`config.mk`:
```
export PLATFORM = sky130hd
export DESIGN_NAME = i2s_clock_gen
export DESIGN_NICKNAME = d
export VERILOG_FILES = /design/src/rtl/i2s_clock_pkg.sv /design/src/rtl/clk_div_stage.sv /design/src/rtl/i2s_clock_gen.sv
export SDC_FILE = /design/constraint.sdc
export NUM_CORES = 1
export LEC_CHECK = 0
export BUFFER_PORTS_ARGS = -buffer_cell sky130_fd_sc_hd__clkbuf_2
export CAP_MARGIN = 40
export CORE_ASPECT_RATIO = 0.8
export CORE_MARGIN = 3
export CORE_UTILIZATION = 56
export DETAILED_ROUTE_END_ITERATION = 6
export GPL_ROUTABILITY_DRIVEN = 0
export PLACE_DENSITY_LB_ADDON = 0.1
export REMOVE_ABC_BUFFERS = 1
export SLEW_MARGIN = 20
export SYNTH_ARGS = -nofsm -noshare
export SYNTH_HDL_FRONTEND = slang
export SYNTH_SLANG_ARGS = --single-unit
```
`constraint.sdc`:
```
create_clock -name clock_in -period 4.1 [get_ports clock_in]
set_input_delay 0.82 -clock clock_in [delete_from_list [all_inputs] [get_ports clock_in]]
set_output_delay 0.82 -clock clock_in [all_outputs]
set_load 0.01 [all_outputs]
```
`src/rtl/i2s_clock_pkg.sv`:
```
`default_nettype none
// ---------------------------------------------------------------------------
// i2s_clock_pkg -- state encoding and divisor defaults for i2s_clock_gen
// Revision: 1.0
// ---------------------------------------------------------------------------
package i2s_clock_pkg;

  typedef enum logic [1:0] {
    S_IDLE     = 2'd0,
    S_RUN      = 2'd1,
    S_STOPPING = 2'd2
  } state_e;

  localparam int unsigned MCLK_DIV_DEFAULT = 4;
  localparam int unsigned BCLK_DIV_DEFAULT = 4;
  localparam int unsigned FRAME_DEFAULT    = 64;
  localparam int unsigned MIN_DIV          = 2;

  function automatic int unsigned clamp_div(input int unsigned v);
    return (v < MIN_DIV) ? MIN_DIV : v;
  endfunction

  // Frames hold an even number of bit clocks so LRCLK stays 50/50.
  function automatic int unsigned clamp_frame(input int unsigned v);
    return clamp_div(v) & ~32'd1;
  endfunction

endpackage
`default_nettype wire

```
`src/rtl/clk_div_stage.sv`:
```
`default_nettype none
// ---------------------------------------------------------------------------
// clk_div_stage -- wrapping 0..D-1 counter with registered level and edge strobes
// Revision: 1.0
// ---------------------------------------------------------------------------
module clk_div_stage #(
  parameter int W = 16
) (
  input  logic         clock_in,
  input  logic         clear,
  input  logic         advance,
  input  logic [W-1:0] divisor,
  output logic [W-1:0] count,
  output logic         level,
  output logic         wrap,
  output logic         rise,
  output logic         fall
);

  logic [W-1:0] count_q, count_d;
  logic         level_q, level_d;
  logic         rise_q, rise_d;
  logic         fall_q, fall_d;

  assign wrap = advance && (count_q == divisor - 1'b1);

  always_comb begin
    count_d = count_q;
    level_d = level_q;
    rise_d  = 1'b0;
    fall_d  = 1'b0;
    if (clear) begin
      count_d = '0;
      level_d = 1'b0;
    end else if (advance) begin
      count_d = wrap ? '0 : count_q + 1'b1;
      // Level tracks the count it will be shown with, so strobes line up with the edge.
      level_d = (count_d >= (divisor >> 1));
      rise_d  = level_d & ~level_q;
      fall_d  = ~level_d & level_q;
    end
  end

  always_ff @(posedge clock_in) begin
    count_q <= count_d;
    level_q <= level_d;
    rise_q  <= rise_d;
    fall_q  <= fall_d;
  end

  assign count = count_q;
  assign level = level_q;
  assign rise  = rise_q;
  assign fall  = fall_q;

endmodule
`default_nettype wire

```
`src/rtl/i2s_clock_gen.sv`:
```
`default_nettype none
// ---------------------------------------------------------------------------
// i2s_clock_gen -- MCLK/BCLK/LRCLK generator with frame-aligned reconfiguration
// Revision: 1.0
// ---------------------------------------------------------------------------
module i2s_clock_gen
  import i2s_clock_pkg::*;
#(
  parameter int          DIV_W        = 16,
  parameter int          FRAME_W      = 8,
  parameter int unsigned MCLK_DIV_DEF = MCLK_DIV_DEFAULT,
  parameter int unsigned BCLK_DIV_DEF = BCLK_DIV_DEFAULT,
  parameter int unsigned FRAME_DEF    = FRAME_DEFAULT
) (
  input  logic               clock_in,
  input  logic               Reset,
  input  logic               en,
  input  logic               cfg_valid,
  output logic               cfg_ready,
  input  logic [DIV_W-1:0]   mclk_div,
  input  logic [DIV_W-1:0]   bclk_div,
  input  logic [FRAME_W-1:0] frame_len,
  output logic               mclk_out,
  output logic               bclk_out,
  output logic               lrclk_out,
  output logic               bclk_rise,
  output logic               bclk_fall,
  output logic               frame_start,
  output logic               running
);

  localparam logic [DIV_W-1:0]   MDIV_RST  = DIV_W'(clamp_div(MCLK_DIV_DEF));
  localparam logic [DIV_W-1:0]   BDIV_RST  = DIV_W'(clamp_div(BCLK_DIV_DEF));
  localparam logic [FRAME_W-1:0] FRAME_RST = FRAME_W'(clamp_frame(FRAME_DEF));

  state_e state_q, state_d;

  logic [DIV_W-1:0]   mdiv_q, bdiv_q, mdiv_sh_q, bdiv_sh_q;
  logic [FRAME_W-1:0] flen_q, flen_sh_q;
  logic               pending_q, cfg_ready_q, frame_start_q, running_q;

  logic               stage_clear, run_en, boundary, accept, promote;
  logic               m_wrap, b_wrap, l_wrap;
  logic               m_rise, m_fall, l_rise, l_fall;
  logic [DIV_W-1:0]   m_count, b_count;
  logic [FRAME_W-1:0] l_count;
  logic               unused_taps;

  assign run_en      = (state_q != S_IDLE);
  assign stage_clear = Reset || (state_q == S_IDLE);
  assign boundary    = l_wrap;
  assign accept      = cfg_valid && cfg_ready_q;
  assign promote     = pending_q && ((state_q == S_IDLE) || boundary);

  clk_div_stage #(.W(DIV_W)) u_mclk (
    .clock_in (clock_in), .clear (stage_clear), .advance (run_en), .divisor (mdiv_q),
    .count (m_count), .level (mclk_out), .wrap (m_wrap), .rise (m_rise), .fall (m_fall)
  );

  clk_div_stage #(.W(DIV_W)) u_bclk (
    .clock_in (clock_in), .clear (stage_clear), .advance (m_wrap), .divisor (bdiv_q),
    .count (b_count), .level (bclk_out), .wrap (b_wrap), .rise (bclk_rise), .fall (bclk_fall)
  );

  clk_div_stage #(.W(FRAME_W)) u_lrclk (
    .clock_in (clock_in), .clear (stage_clear), .advance (b_wrap), .divisor (flen_q),
    .count (l_count), .level (lrclk_out), .wrap (l_wrap), .rise (l_rise), .fall (l_fall)
  );

  assign unused_taps = ^{m_count, b_count, l_count, m_rise, m_fall, l_rise, l_fall};

  always_comb begin
    state_d = state_q;
    case (state_q)
      S_IDLE:     if (en) state_d = S_RUN;
      S_RUN:      if (!en) state_d = S_STOPPING;
      S_STOPPING: begin
        if (en)            state_d = S_RUN;
        else if (boundary) state_d = S_IDLE;
      end
      default:    state_d = S_IDLE;
    endcase
  end

  always_ff @(posedge clock_in) begin
    if (Reset) state_q <= S_IDLE;
    else       state_q <= state_d;
  end

  always_ff @(posedge clock_in) begin
    if (Reset) begin
      frame_start_q <= 1'b0;
      running_q     <= 1'b0;
      pending_q     <= 1'b0;
      cfg_ready_q   <= 1'b1;
      mdiv_sh_q     <= '0;
      bdiv_sh_q     <= '0;
      flen_sh_q     <= '0;
      mdiv_q        <= MDIV_RST;
      bdiv_q        <= BDIV_RST;
      flen_q        <= FRAME_RST;
    end else begin
      frame_start_q <= ((state_q == S_IDLE) && en) || (boundary && (state_d != S_IDLE));
      running_q     <= (state_d != S_IDLE);
      // promote uses the old pending flag, so an offer taken on a boundary waits a frame.
      if (promote) begin
        mdiv_q      <= mdiv_sh_q;
        bdiv_q      <= bdiv_sh_q;
        flen_q      <= flen_sh_q;
        pending_q   <= 1'b0;
        cfg_ready_q <= 1'b1;
      end else if (accept) begin
        mdiv_sh_q   <= DIV_W'(clamp_div(32'(mclk_div)));
        bdiv_sh_q   <= DIV_W'(clamp_div(32'(bclk_div)));
        flen_sh_q   <= FRAME_W'(clamp_frame(32'(frame_len)));
        pending_q   <= 1'b1;
        cfg_ready_q <= 1'b0;
      end
    end
  end

  assign cfg_ready   = cfg_ready_q;
  assign frame_start = frame_start_q;
  assign running     = running_q;

endmodule
`default_nettype wire

```
Word-level counts from Yosys, hierarchy flattened

Cells that the tools add are included.

Bits of input ports: 44
Register bits after elaboration: 129
Output and inout port bits: 8
Logic and storage cells: 69

Reductions and logical operators: 16
Bitwise gates (word level): 6
Equality and inequality tests: 5
Mux-type cells: 11
Add/subtract/negate cells: 6
Magnitude comparators: 6

Operator list:

| cell                    | count |
|---|---|
| $mux W16                | 4 |
| $add A16 B1 Y16 const B | 2 |
| $eq A16 B16 Y1          | 2 |
| $ge A16 B15 Y1          | 2 |
| $lt A16 B2 Y1 const B   | 2 |
| $sub A16 B1 Y16 const B | 2 |
| $mux W8                 | 2 |
| $add A8 B1 Y8 const B   | 1 |
| $eq A8 B8 Y1            | 1 |
| $ge A8 B7 Y1            | 1 |
| $lt A8 B2 Y1 const B    | 1 |
| $mux W2                 | 4 |
| $sub A8 B1 Y8 const B   | 1 |
| $logic_and A1 B1 Y1     | 7 |
| $pmux W2 S3             | 1 |
| $not A1 Y1              | 4 |
| $reduce_bool A2 Y1      | 2 |
| $reduce_or A2 Y1        | 2 |
| $logic_or A1 B1 Y1      | 3 |
| $and A1 B1 Y1           | 2 |
| $eq A2 B1 Y1 const B    | 1 |
| $eq A2 B2 Y1 const B    | 1 |
| $logic_not A2 Y1        | 1 |
| $reduce_and A2 Y1       | 1 |

Logic depth before layout (Yosys ltp)

Depth after elaboration: 11
Gate-level depth with buffers: 20
Mapped depth without buffers: 18

Hierarchy

Synthesis repeated with hierarchy kept, for this count alone.

Cell total of the unflattened synthesis: 1108
Area, all modules: 8834.7 sq um

Modules (own cells, without submodules):

| module                   | seq. area each (sq um) | cells an instance | area an instance (sq um) | instances |
|---|---|---|---|---|
| i2s_clock_gen            | 1681.6                 | 405               | 3519.6                   | 1 |
| clk_div_stage at u_mclk  | 380.4                  | 289               | 2165.8                   | 1 |
| clk_div_stage at u_bclk  | 380.4                  | 282               | 2102.0                   | 1 |
| clk_div_stage at u_lrclk | 220.2                  | 132               | 1047.3                   | 1 |

Least setup slack after synthesis

OpenSTA, ideal clock, no wires.

Path kind: register to register
Start point: reg mdiv_q[0]
End point: reg u_bclk.fall_q, in the netlist u_bclk.fall
Data required time: 4039 ps
Stages on the path, launching flop included: 21
Path buffers: 3
Setup slack: -321 ps
Arrival time: 4360 ps
Cells stage by stage: dfxtp_1 -> inv_1 -> ha_1 -> or3b_2 -> clkbuf_1 -> o41ai_1 -> nor4b_2 -> nand4bb_1 -> nor4_2 -> and2_1 -> buf_2 -> buf_2 -> nor2_1 -> ha_1 -> and2_1 -> o21ai_0 -> o21ai_0 -> o31ai_1 -> a31oi_1 -> a221oi_2 -> and4_1

Longest elaborated chain between the ends: 8
Elaborated cells between the ends (all ways): 10

Ends and longest elaborated chain:

| what                    | RTL line             | RTL |
|---|---|---|
| start, declared         | i2s_clock_gen.sv:38  | `logic [DIV_W-1:0] mdiv_q, bdiv_q, mdiv_sh_q, bdiv_sh_q;` |
| start signal, assigned  | i2s_clock_gen.sv:107 | `mdiv_q <= mdiv_sh_q;` |
| $sub A16 B1 Y16 (*)     | clk_div_stage.sv:25  | `assign wrap = advance && (count_q == divisor - 1'b1);` |
| $eq A16 B16 Y1 (*)      | clk_div_stage.sv:25  |  |
| $logic_and A1 B1 Y1 (*) | clk_div_stage.sv:25  |  |
| $logic_and A1 B1 Y1     | clk_div_stage.sv:25  |  |
| $mux W16                | clk_div_stage.sv:36  | `count_d = wrap ? '0 : count_q + 1'b1;` |
| $ge A16 B15 Y1          | clk_div_stage.sv:38  | `level_d = (count_d >= (divisor >> 1));` |
| $not A1 Y1              | clk_div_stage.sv:40  | `fall_d = ~level_d & level_q;` |
| $and A1 B1 Y1           | clk_div_stage.sv:40  |  |
| end signal, assigned    | clk_div_stage.sv:48  | `fall_q <= fall_d;` |
| end, declared           | clk_div_stage.sv:23  | `logic fall_q, fall_d;` |

Mark *: on every way between the ends. The rest lies on a longest branch, timed or not.
A chain may end at the register's enable or synchronous reset.

Worst setup path in the final report

Start point: reg bdiv_q[0]
End point: reg u_bclk.fall_q, in the netlist u_bclk.fall

Longest elaborated chain between the ends: 7

Ends and longest elaborated chain:

| what                   | RTL line             | RTL |
|---|---|---|
| start, declared        | i2s_clock_gen.sv:38  |  |
| start signal, assigned | i2s_clock_gen.sv:108 | `bdiv_q <= bdiv_sh_q;` |
| $sub A16 B1 Y16        | clk_div_stage.sv:25  |  |
| $eq A16 B16 Y1         | clk_div_stage.sv:25  |  |
| $logic_and A1 B1 Y1    | clk_div_stage.sv:25  |  |
| $mux W16               | clk_div_stage.sv:36  |  |
| $ge A16 B15 Y1         | clk_div_stage.sv:38  |  |
| $not A1 Y1             | clk_div_stage.sv:40  |  |
| $and A1 B1 Y1          | clk_div_stage.sv:40  |  |

No other way between the ends.

==> flow_summary.yaml <==
sta:
  slew_viol_final: 0
  fmax_mhz: 237
  period_share_pct: 103
  hold_violations: 0
  grt_setup_unrepaired: "true"
  report.final.setup_viol: 3
  slew_headroom_pct: 49.5
  fin_tns_setup_ns: -0.306
  setup_slack_ns: -0.119
  clock_skew_ns: 0.0174
  hold-worst-slack_ns: 0.453
  layout_min_cycle_time_ns: 4.22
  worst-slew-pin-transition_ns: 0.756
placement:
  portBuffers: 50
  hpwl_um: 16300
  pre_cts_ws_ns: -0.293
  placedCellCount: 1301
pwr:
  power_frac_clock_pct: 47.1
  swShare_pct: 26.6
  comb_power_share_pct: 13.4
  p_int_mw: 2.46
  seqPwrFrac_pct: 39.5
  powerDensity_mw_per_mm2: 324
  p_leak_nw: 4.19
  peakVddDrop_v: 0.000380
  switching_power_mw: 0.891
global_route:
  grt_pass1_vias: 7333
  antenna_found_initial: 0
  grt_pass1_wl_um: 37600
  grt_usage_pct: 29.0
  grt_max_degree: 52
  grt_overflow: 0
cells_and_area:
  areaGrowthSynthToFinish_pct: 27.1
  nets: 1247
  insertedDiodeCount: 0
  drive_above_1_share_pct: 24.3
  stdcell_count: 1353
outcome:
  status: "finished, violations left"
  violations: "negative setup slack"
synth:
  synthDistinctLibCells: 70
  ys_seq_elements: 129
  synthCells: 1032
  ys_seq_area_share_pct: 31.8
  synth_ff_type: "dfxtp_1"
  synth_area_sq_mm: 0.00812
  synth.avg_cell_area_sq_um: 7.87
  yosys_warnings: 0
  async_flop_share_pct: 0
  synth_edf_count: 0
critical_path:
  crit_type: "flop to flop"
  critPathLaunchType: "flop"
  worst-path-max-fanout: 5
  end_kind: "flop"
  cp_data_arrival_time_ns: 4.59
  required_ns: 4.47
floorplanning:
  start_util_pct: 58.5
  dieArea_sq_mm: 0.0160
  io_pins: 52
  fp.coreArea_sq_mm: 0.0139
  core.rowCount: 38
  die_y_um: 114
  fp.dieW_um: 141
route:
  wl_per_cell_um: 17.3
  dr.max_layer_used: "met4"
  drt_iter0_drc: 696
  ant_nets: 0
  first_pass_iters: 5
  via_per_inst: 5.94
  met3_length_um: 2080
  detail_route.wirelength_um: 23400
  drt-met1-wl_um: 11400
  vias: 8034
  wl_met2_um: 9640
  drc: 0
cts:
  htree_levels: 4
  clk-insertion-delay-late_ns: 0.43
  cts_tree: "yes"
  cts.sink_count: 129
  root_buffer: "clkbuf_16"
  cts_buffer_depth: 2
  cts_buffers: 17
  clk_pin_slew_worst_paths_ns: 0.06
job:
  max-cap-violations: 0
hold_path:
  hp-class: "flop to flop"
## path summary, 6_finish.rpt
check	endpoint	slack (ns)	depth (start not counted)	startpoint
hold reg to reg	mdiv_sh_q[0]$_SDFFE_PP0P_	0.45	2	mdiv_sh_q[0]$_SDFFE_PP0P_
setup / recovery	u_bclk.fall$_SDFF_PP0_	-0.12	20	bdiv_q[0]$_SDFFE_PP0P_
setup reg to reg	u_bclk.fall$_SDFF_PP0_	-0.12	20	bdiv_q[0]$_SDFFE_PP0P_
hold / removal	mdiv_sh_q[0]$_SDFFE_PP0P_	0.45	2	mdiv_sh_q[0]$_SDFFE_PP0P_
## routing by layer
metal  global-route usage (%)  vias to the layer above
met3                     6.96                       26
met4                     9.04                        0
met2                     39.7                      339
met1                     44.4                     3727
met5                        0                        -
li1                         -                     3942
## placed cells by master, fill, tap and decap left out, drive strengths merged, types with 6 or more instances in the layout
| master | Yosys | final |
|---|---|---|
| nand4 | 8 | 8 |
| a31oi | 9 | 9 |
| xnor2 | 52 | 52 |
| clkinv | 0 | 6 |
| nor2 | 87 | 87 |
| buf | 16 | 129 |
| or3 | 7 | 7 |
| and3 | 13 | 13 |
| nor3 | 26 | 26 |
| o21ai | 85 | 85 |
| clkbuf | 54 | 68 |
| and2 | 9 | 9 |
| ha | 43 | 43 |
| a21o | 15 | 15 |
| nand3 | 64 | 64 |
| a21oi | 80 | 80 |
| xor2 | 29 | 29 |
| nand2b | 7 | 7 |
| a22oi | 8 | 8 |
| inv | 47 | 51 |
| nor4 | 25 | 25 |
| or4 | 6 | 6 |
| dfxtp | 129 | 129 |
| nor2b | 10 | 10 |
| mux2i | 27 | 27 |
| o211ai | 15 | 15 |
| nand2 | 86 | 86 |
## power groups by stage
stage	logic [mW]	registers, mW	clock network (mW)
4_1_cts	0.407	1.32	1.60
6_report	0.448	1.32	1.58
3_3_place_gp	0.387	1.35	0
5_1_grt	0.487	1.33	1.65
2_1_floorplan	0.218	1.35	0
3_5_place_dp	0.391	1.35	0
## state kept, by name, indices dropped and copies added (netlist names), 2 cells and up
signal         count
bdiv_q            16
bdiv_sh_q         16
mdiv_q            16
mdiv_sh_q         16
u_bclk.count      16
u_mclk.count      16
u_lrclk.count      8
flen_q             7
flen_sh_q          7
state_q            2
## cell usage after synthesis (all sizes together), types with 10 or more instances
library cell	count	area (sq um)
xor2	29	254
nor2b	10	62.6
dfxtp	129	2580
nand3	64	320
o21ai	85	429
and3	13	81.3
a21oi	80	400
nor3	26	135
inv	47	176
nor2	87	329
mux2i	27	270
a21o	15	113
nand2	86	325
nor4	25	199
buf	16	103
ha	43	538
xnor2	52	455
clkbuf	54	203
o211ai	15	113
## critical path, cell delays in order, from the launching register on
cell	delay, ns
dfxtp_2	0.32
inv_2	0.07
ha_4	0.15
buf_6	0.09
nor4b_4	0.34
nand4_1	0.17
or3_1	0.41
a22o_4	0.25
nor4_4	0.27
buf_6	0.17
and2_4	0.21
buf_6	0.11
nor2_1	0.04
ha_2	0.17
and2_4	0.14
o21ai_4	0.13
o21ai_2	0.08
o31ai_2	0.28
a31oi_4	0.15
a221oi_4	0.37
and4_1	0.22
## area by class of cell
type	count	area [sq um]
Fill cell	1076	3560
Inverter	47	176
Sequential cell	129	2590
Clock buffer	18	429
Timing Repair Buffer	179	1270
Clock inverter	14	180
Multi-Input combinational cell	786	5460
Tap cell	180	225
## cell families (layout without fill, tap and decap cells)
logic type	after synthesis	count (layout)	synth area share, %
AO/OA/AOI/OAI	257	257	19.3
XOR/XNOR	81	81	8.73
adder cells (fa/ha/maj)	43	43	6.62
buffers and inverters	117	258	5.93
flip-flops	129	129	31.8
multiplexers	29	29	3.60
AND/OR/NAND/NOR	376	376	24.0
## what timing repair did
| item | in CTS | in global routing |
|---|---|---|
| endpoints found under the setup margin | 5 | 8 |
| setup buffers | 6 | 14 |
| hold buffers | 0 | 0 |
| cloned | 0 | 1 |
| gates resized for setup | 23 | 62 |
| pin swaps | 18 | 40 |
| hold endpoints to repair | 0 | 0 |
## metrics by stage
step | total power, mW | util (%) | cell area (sq um)
after CTS | 3.32 | 71.3 | 9900
after global routing | 3.46 | 74.4 | 10300
after detailed placement | 1.74 | 66.0 | 9160
after global placement | 1.73 | 65.9 | 9150
after floorplan | 1.57 | - | 7820
final | 3.35 | 74.4 | 10300
Power figures use the tool's default switching activity.
